File: src/rtl/ps2_scancode_rx.sv
// PS/2 keyboard receiver: pad synchronizers, glitch filters, frame FSM and a
// scancode decoder that folds E0/F0 prefixes into one key event.
module ps2_scancode_rx #(
  parameter int unsigned TIMEOUT_CYC = 12000,
  parameter int unsigned FILT_LEN    = 8
) (
  input  logic       clk12,
  input  logic       rst,
  input  logic       ps2clk_in,
  input  logic       ps2data_in,
  output logic       ps2clk_oe,
  output logic [7:0] key_code,
  output logic       key_extended,
  output logic       key_released,
  output logic       key_valid,
  input  logic       key_ack,
  output logic       frame_err,
  output logic       overrun
);

  localparam int unsigned FW = $clog2(FILT_LEN + 1);
  localparam int unsigned TW = $clog2(TIMEOUT_CYC + 1);

  typedef enum logic [1:0] {S_IDLE, S_DATA, S_PARITY, S_STOP} state_t;

  state_t         r_state;
  state_t         w_state_nxt;
  logic [1:0]     r_clk_s;
  logic [1:0]     r_dat_s;
  logic           r_clk_f;
  logic           r_dat_f;
  logic           r_clk_f_d;
  logic [FW-1:0]  r_clk_cnt;
  logic [FW-1:0]  r_dat_cnt;
  logic [TW-1:0]  r_to_cnt;
  logic [2:0]     r_bit_cnt;
  logic [7:0]     r_shift;
  logic           r_par;
  logic           r_ext;
  logic           r_rel;
  logic           w_fall;
  logic           w_tout;
  logic           w_emit;
  logic           w_err;
  logic           w_event;

  // Synchronize both pads, then require FILT_LEN agreeing samples before a filtered line flips
  always_ff @(posedge clk12) begin
    if (rst) begin
      r_clk_s   <= 2'b11;
      r_dat_s   <= 2'b11;
      r_clk_f   <= 1'b1;
      r_dat_f   <= 1'b1;
      r_clk_f_d <= 1'b1;
      r_clk_cnt <= '0;
      r_dat_cnt <= '0;
    end else begin
      r_clk_s   <= {r_clk_s[0], ps2clk_in};
      r_dat_s   <= {r_dat_s[0], ps2data_in};
      r_clk_f_d <= r_clk_f;
      if (r_clk_s[1] == r_clk_f) begin
        r_clk_cnt <= '0;
      end else if (r_clk_cnt == FW'(FILT_LEN - 1)) begin
        r_clk_f   <= r_clk_s[1];
        r_clk_cnt <= '0;
      end else begin
        r_clk_cnt <= r_clk_cnt + FW'(1);
      end
      if (r_dat_s[1] == r_dat_f) begin
        r_dat_cnt <= '0;
      end else if (r_dat_cnt == FW'(FILT_LEN - 1)) begin
        r_dat_f   <= r_dat_s[1];
        r_dat_cnt <= '0;
      end else begin
        r_dat_cnt <= r_dat_cnt + FW'(1);
      end
    end
  end

  assign w_fall  = r_clk_f_d & ~r_clk_f;
  assign w_tout  = (r_state != S_IDLE) && !w_fall && (r_to_cnt == TW'(TIMEOUT_CYC - 1));
  assign w_event = w_emit && (r_shift != 8'hE0) && (r_shift != 8'hF0);

  always_ff @(posedge clk12) begin
    if (rst) r_state <= S_IDLE;
    else     r_state <= w_state_nxt;
  end

  always_comb begin
    w_state_nxt = r_state;
    w_emit      = 1'b0;
    w_err       = 1'b0;
    case (r_state)
      S_IDLE:   if (w_fall && !r_dat_f) w_state_nxt = S_DATA;
      S_DATA:   if (w_fall && r_bit_cnt == 3'd7) w_state_nxt = S_PARITY;
      S_PARITY: if (w_fall) w_state_nxt = S_STOP;
      S_STOP: begin
        if (w_fall) begin
          // Stop must be 1 and data+parity must carry odd parity
          if (r_dat_f && ^{r_shift, r_par}) w_emit = 1'b1;
          else                              w_err  = 1'b1;
          w_state_nxt = S_IDLE;
        end
      end
      default:  w_state_nxt = S_IDLE;
    endcase
    if (w_tout) w_state_nxt = S_IDLE;
  end

  // Frame datapath, prefix decoder and the single-entry event holding register
  always_ff @(posedge clk12) begin
    if (rst) begin
      r_to_cnt     <= '0;
      r_bit_cnt    <= '0;
      r_shift      <= '0;
      r_par        <= 1'b0;
      r_ext        <= 1'b0;
      r_rel        <= 1'b0;
      key_code     <= '0;
      key_extended <= 1'b0;
      key_released <= 1'b0;
      key_valid    <= 1'b0;
      frame_err    <= 1'b0;
      overrun      <= 1'b0;
      ps2clk_oe    <= 1'b0;
    end else begin
      if (r_state == S_IDLE || w_fall) r_to_cnt <= '0;
      else                             r_to_cnt <= r_to_cnt + TW'(1);

      if (w_fall) begin
        case (r_state)
          S_IDLE:   r_bit_cnt <= '0;
          S_DATA: begin
            r_shift   <= {r_dat_f, r_shift[7:1]};
            r_bit_cnt <= r_bit_cnt + 3'd1;
          end
          S_PARITY: r_par <= r_dat_f;
          default:  ;
        endcase
      end

      if (w_emit) begin
        if (r_shift == 8'hE0) begin
          r_ext <= 1'b1;
        end else if (r_shift == 8'hF0) begin
          r_rel <= 1'b1;
        end else begin
          r_ext <= 1'b0;
          r_rel <= 1'b0;
        end
      end

      if (w_event) begin
        if (!key_valid || key_ack) begin
          key_code     <= r_shift;
          key_extended <= r_ext;
          key_released <= r_rel;
          key_valid    <= 1'b1;
        end else begin
          overrun <= 1'b1;
        end
      end else if (key_ack && key_valid) begin
        key_valid <= 1'b0;
      end

      frame_err <= w_err;
      ps2clk_oe <= key_valid && (r_state == S_IDLE);
    end
  end

endmodule

File: config.mk
export PLATFORM = sky130hd
export DESIGN_NAME = ps2_scancode_rx
export DESIGN_NICKNAME = d
export VERILOG_FILES = /design/src/rtl/ps2_scancode_rx.sv
export SDC_FILE = /design/constraint.sdc
export NUM_CORES = 1
export LEC_CHECK = 0
export CAP_MARGIN = 20
export CORE_ASPECT_RATIO = 0.9
export CORE_MARGIN = 2
export CORE_UTILIZATION = 55
export CTS_CLUSTER_SIZE = 14
export DETAILED_ROUTE_END_ITERATION = 8
export GPL_TIMING_DRIVEN = 0
export PLACE_DENSITY = 0.76
export SYNTH_ARGS = -nofsm -noshare
export SYNTH_HDL_FRONTEND = slang
export SYNTH_SLANG_ARGS = --single-unit
File: constraint.sdc
create_clock -name clk12 -period 3.5 [get_ports clk12]
set_input_delay 0.35 -clock clk12 [delete_from_list [all_inputs] [get_ports clk12]]
set_output_delay 0.35 -clock clk12 [all_outputs]
set_load 0.005 [all_outputs]
==> results.yml, run 1 <==
route:
  vias_per_cell: 5.042
  wl_um: 4198
  vias: 1820
  route.detailed.drc: 0
  route.met3.wl_um: 193
  drt-initial-drc-count: 50
  routed.top_layer: "met4"
  antenna_left: 0
  wl_met2_um: 1827
  wl_met1_um: 2094
  wl_per_cell_um: 11.63
  drtPass1Iterations: 4
timing:
  min_period_ns: 2.025
  period_share_pct: 57.85
  tightestPinTransition_ns: 0.4534
  setup-violations-final: 0
  slew_viol_final: 0
  hold_slack_ns: 0.4130
  max_clock_freq_ghz: 0.4939
  maxSlewHeadroom_pct: 69.77
  clock_skew_ns: 0.006946
  setup_tns_ns: 0
  hold_violations: 0
  rsz0062_at_grt: "false"
clocking:
  cts-root-buf: "clkbuf_8"
  cts_sinks: 59
  insertion_delay_ns: 0.34
  holdBufCountCts: 0
  cts_tree: "yes"
  path_clk_slew_ns: 0.06
  numCtsBuffers: 9
  cts_resized: 0
  post_cts_buffers: 0
  htree_levels: 3
  ctsLongestPathBuffers: 2
power:
  ir_drop_mv: 0.2866
  p_leak_uw: 0.001038
  power.density_nw_per_um2: 427.3
worst_setup_path:
  cp_max_fo: 10
  reg2regPathDepth: 6
  critPathSlowestCell: "xnor3_1"
  cp-end-kind: "flip-flop"
  crit_required_ns: 3.76
  max_stage_delay_ns: 0.45
  path_class: "reg2reg"
  crit_arrival_ns: 2.29
  cp-start-kind: "flip-flop"
  cp_cell_sequence: "xor2_1 > xnor3_1 > xnor2_2 > and4_4 > buf_12 > mux2i_1"
final_layout:
  drive_gt1_share_pct: 7.692
  final_cell_area_um2: 2925
  final_nets: 309
  fin_util_pct: 66.44
  area_growth_pct: 17.55
  nFillCells: 377
  n_antenna_cell: 0
logic_synthesis:
  synth_cells: 266
  synth_edf_count: 0
  synth_seq_cells: 59
  async_flop_share_pct: 0
  syn_area_um2: 2489
  yosys-top-cells-count: "dfxtp_1 (59), nand2_1 (30), nor2_1 (25)"
  synth_fp_nets: 280
  synthTopCellsByArea: "dfxtp_1 (47%), nand2b_1 (6.0%), mux2i_1 (5.2%)"
  synth_most_common_cell: "dfxtp_1"
  synth_top_area_cell: "dfxtp_1"
  ys_warn_count: 0
  ys_types: 35
  syn-mean-instance-area_um2: 9.356
  dominantRegCellSynth: "dfxtp_1"
  seq_area_frac_synth_pct: 47.46
  yosysTopAreaCellShare_pct: 47.46
worst_hold_path:
  hold_depth: 1
  hold_path.class: "reg2reg"
placement:
  dpl_cell_area_um2: 2746
  place.gp.congestion: 0.8229
  portBuffers: 18
  dp_hpwl_um: 2976
job:
  maxCapViolations: 0
floorplanning:
  fp.dieW_um: 74.91
  dieArea_um2: 5080
  core-area_um2: 4403
  start_util_pct: 56.52
  rows: 23
  num_io_pins: 19
  die_h_um: 67.82
grt:
  grt_pass1_vias: 1580
  grt_max_degree: 11
  antenna_found_initial: 0
  grt_first_pass_wirelength_um: 7120
  grtUsageTotal_pct: 19.25
  grt_overflow: 0
outcome:
  status: "complete, no violations"
-- cell families (layout without fill, tap and decap cells) --
group	after synthesis	in the layout	share of synthesized area [%]
AO/OA/AOI/OAI	23	23	5.531
XOR/XNOR	24	24	9.301
adder cells (fa/ha/maj)	9	9	4.525
buffers and inverters	16	49	3.067
flip-flops	59	59	47.46
multiplexers	13	13	5.229
AND/OR/NAND/NOR	122	122	24.89
-- power by group --
group / internal [uW] / total (uW) / switching [uW] / leakage [uW]
logic: 11.5 / 22.4 / 11.0 / 0.000467
clock network: 308 / 552 / 243 / 0.0000953
registers: 674 / 676 / 1.36 / 0.000476
-- area by class of cell --
class                           instances  area (um^2)  area share [%]
Buffer                                 10        53.80           1.839
Sequential cell                        59         1181           40.38
Timing Repair Buffer                   18        180.2           6.159
Tap cell                               62        77.57           2.652
Clock inverter                          2        10.01          0.3422
Clock buffer                           13        168.9           5.774
Inverter                                6        22.52          0.7699
Multi-Input combinational cell        191         1231           42.09
-- state kept, by name, indices dropped and copies added, names as in the netlist, 3 cells and up --
signal / count
key_code: 8
r_dat_cnt: 4
r_clk_cnt: 4
r_to_cnt: 14
r_shift: 8
r_bit_cnt: 3
-- layout by cell type, fill, tap and decap left out, types with 6 or more instances in the layout --
| cell | count |
|---|---|
| dfxtp_1 | 59 |
| nor3_1 | 7 |
| mux2i_1 | 13 |
| nand2_1 | 30 |
| nand2b_1 | 24 |
| inv_1 | 6 |
| a21oi_1 | 12 |
| xnor2_1 | 11 |
| xor2_1 | 11 |
| clkbuf_8 | 12 |
| nand3_1 | 8 |
| clkbuf_1 | 10 |
| nor2_1 | 25 |
| clkdlybuf4s50_1 | 18 |
| ha_1 | 9 |
-- path summary, 6_finish.rpt --
kind | slack [ns] | from | to
max | 1.48 | r_shift[6]$_SDFFE_PP0P_ | key_extended$_SDFFE_PP0P_
min | 0.41 | r_clk_s[0]$_SDFF_PP1_ | r_clk_s[1]$_SDFF_PP1_
max reg2reg | 1.48 | r_shift[6]$_SDFFE_PP0P_ | key_extended$_SDFFE_PP0P_
min reg2reg | 0.41 | r_clk_s[0]$_SDFF_PP1_ | r_clk_s[1]$_SDFF_PP1_
-- metal layers --
metal / global-route usage, % / vias up
met5: 0 / -
met4: 10.04 / 0
met3: 7.953 / 9
met2: 28.18 / 26
met1: 24.24 / 834
li1: - / 951
-- per-stage QoR --
stage	setup slack, ns	cells	power [uW]
5_1_grt	1.326	361	1301
6_report	1.475	361	1250
4_1_cts	1.456	361	1272
2_1_floorplan	1.692	266	703.8
3_3_place_gp	1.535	346	713.2
3_5_place_dp	1.485	346	713.3
-- worst max-delay path, delay by kind of cell, from the launching register on --
family / cells / cell delay, ns
flip-flops: 1 / 0.43
AND/OR/NAND/NOR: 1 / 0.28
XOR/XNOR: 3 / 0.92
multiplexers: 1 / 0.18
buffers and inverters: 1 / 0.14
(Power assumes the default switching activity.)
==> run 2: changes to the inputs <==
--- a/config.mk
+++ b/config.mk
@@ -8,11 +8,11 @@
 export CAP_MARGIN = 20
 export CORE_ASPECT_RATIO = 0.9
 export CORE_MARGIN = 2
-export CORE_UTILIZATION = 55
+export CORE_UTILIZATION = 51
 export CTS_CLUSTER_SIZE = 14
 export DETAILED_ROUTE_END_ITERATION = 8
 export GPL_TIMING_DRIVEN = 0
-export PLACE_DENSITY = 0.76
+export PLACE_DENSITY = 0.74
 export SYNTH_ARGS = -nofsm -noshare
 export SYNTH_HDL_FRONTEND = slang
 export SYNTH_SLANG_ARGS = --single-unit
==> constraint.sdc (replaced) <==
create_clock -name clk12 -period 1.8 [get_ports clk12]
set_input_delay 0.18 -clock clk12 [delete_from_list [all_inputs] [get_ports clk12]]
set_output_delay 0.18 -clock clk12 [all_outputs]
set_load 0.005 [all_outputs]
==> run 2 against run 1 <==
Setup slack got worse by 1.4 ns; design area increased by 1.6%; worst hold slack got worse by 0.013 ns; clock-buffer cell count decreased by 1; register-to-register slack got worse by 1.4 ns; clock skew increased by 0.0025 ns; power increased by 100%; utilization decreased by 4.2 points.
==> results.yml, run 2 (synthesized netlist as in run 1, its figures left out) <==
outcome:
  status: "complete, no violations"
worst_hold_path:
  min-delay-start: "ps2clk_in"
  hold_depth: 2
  hold_path.class: "in2reg"
  whs_endpoint: "r_clk_s[0]$_SDFF_PP1_"
grt:
  grt_pass1_vias: 1684
  grt_overflow: 0
  grtUsageTotal_pct: 17.65
  grt_max_degree: 11
  antenna_found_initial: 0
  grt_first_pass_wirelength_um: 7396
final_layout:
  final_common_cell: "dfxtp_1"
  final_cell_area_um2: 2973
  final_nets: 309
  top_regs: "r_to_cnt: 14 flops, key_code: 8 flops, r_shift: 8 flops"
  fin_util_pct: 62.26
  n_antenna_cell: 0
  nFillCells: 411
  area_growth_pct: 19.46
  largest_register: "r_to_cnt"
  drive_gt1_share_pct: 10.74
  layout_common_cells: "dfxtp_1 (54), nand2_1 (30), nor2_1 (25)"
  largest_reg_flops: 14
timing:
  hold_slack_ns: 0.3998
  max_clock_freq_ghz: 0.5721
  tightestPinTransition_ns: 0.4941
  rsz0062_at_grt: "true"
  maxSlewHeadroom_pct: 67.06
  setup-violations-final: 0
  clock_skew_ns: 0.009463
  hold_violations: 0
  slew_viol_final: 0
  min_period_ns: 1.748
  period_share_pct: 97.11
floorplanning:
  num_io_pins: 19
  start_util_pct: 52.12
  core-area_um2: 4775
  rows: 24
  dieArea_um2: 5455
  die_h_um: 70.27
  fp.dieW_um: 77.64
worst_setup_path:
  cp_max_fo: 10
  worst-path-stages: 6
  rr_startpoint: "r_shift[1]$_SDFFE_PP0P_"
  r2r_end: "key_code[7]$_SDFFE_PP0P_"
  cp_common_cell: "xnor2_2"
  critPathSlowestCell: "xnor3_1"
  crit_required_ns: 2.07
  path_class: "reg2reg"
  path_buf_inv: 1
  cp-start-kind: "flip-flop"
  critPathTopFamily: "XOR/XNOR gates"
  reg2regPathDepth: 6
  cp_cell_sequence: "xnor2_2 > xnor3_1 > xnor2_2 > and4_4 > buf_12 > mux2i_1"
  max_stage_delay_ns: 0.45
  r2r_slack_ns: 0.05
  crit_arrival_ns: 2.01
  cp-end-kind: "flip-flop"
clocking:
  htree_levels: 3
  cts-root-buf: "clkbuf_8"
  insertion_delay_ns: 0.34
  cts_sinks: 59
  holdBufCountCts: 0
  ctsLongestPathBuffers: 2
  cts_tree: "yes"
  numCtsBuffers: 9
  path_clk_slew_ns: 0.06
route:
  routed.top_layer: "met4"
  drt-initial-drc-count: 56
  wl_met1_um: 2042
  antenna_left: 0
  wl_met2_um: 1824
  vias: 1798
  route.detailed.drc: 0
  vias_per_cell: 4.953
  wl_per_cell_um: 11.34
  route.met3.wl_um: 150
  drtPass1Iterations: 4
  wl_um: 4117
placement:
  portBuffers: 18
  dp_hpwl_um: 2885
  place.gp.congestion: 0.8002
  dpl_cell_area_um2: 2750
power:
  ir_drop_mv: 0.7644
  pwr-share-clk_pct: 47.0
  p_leak_uw: 0.001051
  pwr-share-comb_pct: 1.7
  power.density_nw_per_um2: 861.7
  p_seq_share_pct: 51.2
  p_int_uw: 2066
  total_power_uw: 2562
  switchingPower_uw: 495.4
  swShare_pct: 19.34
job:
  maxCapViolations: 0
==> run 2: changes by cell type in the layout (fill, tap and decap cells not counted), sizes merged <==
cell	change
buf	+1
bufinv	+1
clkbuf	-2
clkinv	-1
==> run 2: cell type report <==
| cell class | instances | area [um^2] | area share, % |
|---|---|---|---|
| buffer | 9 | 52.55 | 1.768 |
| clock buffer | 12 | 165.2 | 5.556 |
| clock inverter | 2 | 35.03 | 1.178 |
| inverter | 6 | 22.52 | 0.7576 |
| multi-input combinational | 191 | 1239 | 41.67 |
| sequential | 59 | 1190 | 40.03 |
| tap | 65 | 81.33 | 2.736 |
| timing repair buffer | 19 | 187.7 | 6.313 |
==> run 2: routing by layer <==
metal,vias up,GRT usage (%)
li1,953,-
met1,814,21.07
met2,23,27.20
met3,8,6.977
met4,0,9.524
met5,-,0
==> run 2: power groups by stage <==
stage,clock network [uW],registers [uW],logic [uW]
3_3_place_gp,0,1340,44.2
5_1_grt,1300,1310,49.4
3_5_place_dp,0,1340,44.8
6_report,1200,1310,44.2
4_1_cts,1250,1310,44.8
2_1_floorplan,0,1340,26.4
==> run 2: worst max-delay path by stage <==
stage / startpoint / end / slack, ns
global placement: r_shift[6]$_SDFFE_PP0P_ / key_code[2]$_SDFFE_PP0P_ / -0.14
floorplan: r_shift[6]$_SDFFE_PP0P_ / key_code[0]$_SDFFE_PP0P_ / 0.02
CTS: r_shift[2]$_SDFFE_PP0P_ / key_code[2]$_SDFFE_PP0P_ / 0.02
global route: r_shift[1]$_SDFFE_PP0P_ / key_code[1]$_SDFFE_PP0P_ / -0.02
finish: r_shift[1]$_SDFFE_PP0P_ / key_code[7]$_SDFFE_PP0P_ / 0.05
detailed placement: r_shift[6]$_SDFFE_PP0P_ / key_code[2]$_SDFFE_PP0P_ / -0.16
==> run 2: repair_timing <==
| action | CTS | global route |
|---|---|---|
| resized for setup | 4 | 7 |
| pin swaps | 2 | 4 |
| endpoints found under the hold margin | 0 | 0 |
| setup endpoints to repair | 10 | 34 |
| buffers inserted | 1 | 0 |
==> run 2: stage by stage <==
stage,setup slack (ns),TNS (ns),instances
2_1_floorplan,0.02036,0,266
3_3_place_gp,-0.1379,-1.296,349
3_5_place_dp,-0.1647,-1.557,349
4_1_cts,0.01784,0,364
5_1_grt,-0.02327,-0.1081,363
6_report,0.05203,0,363
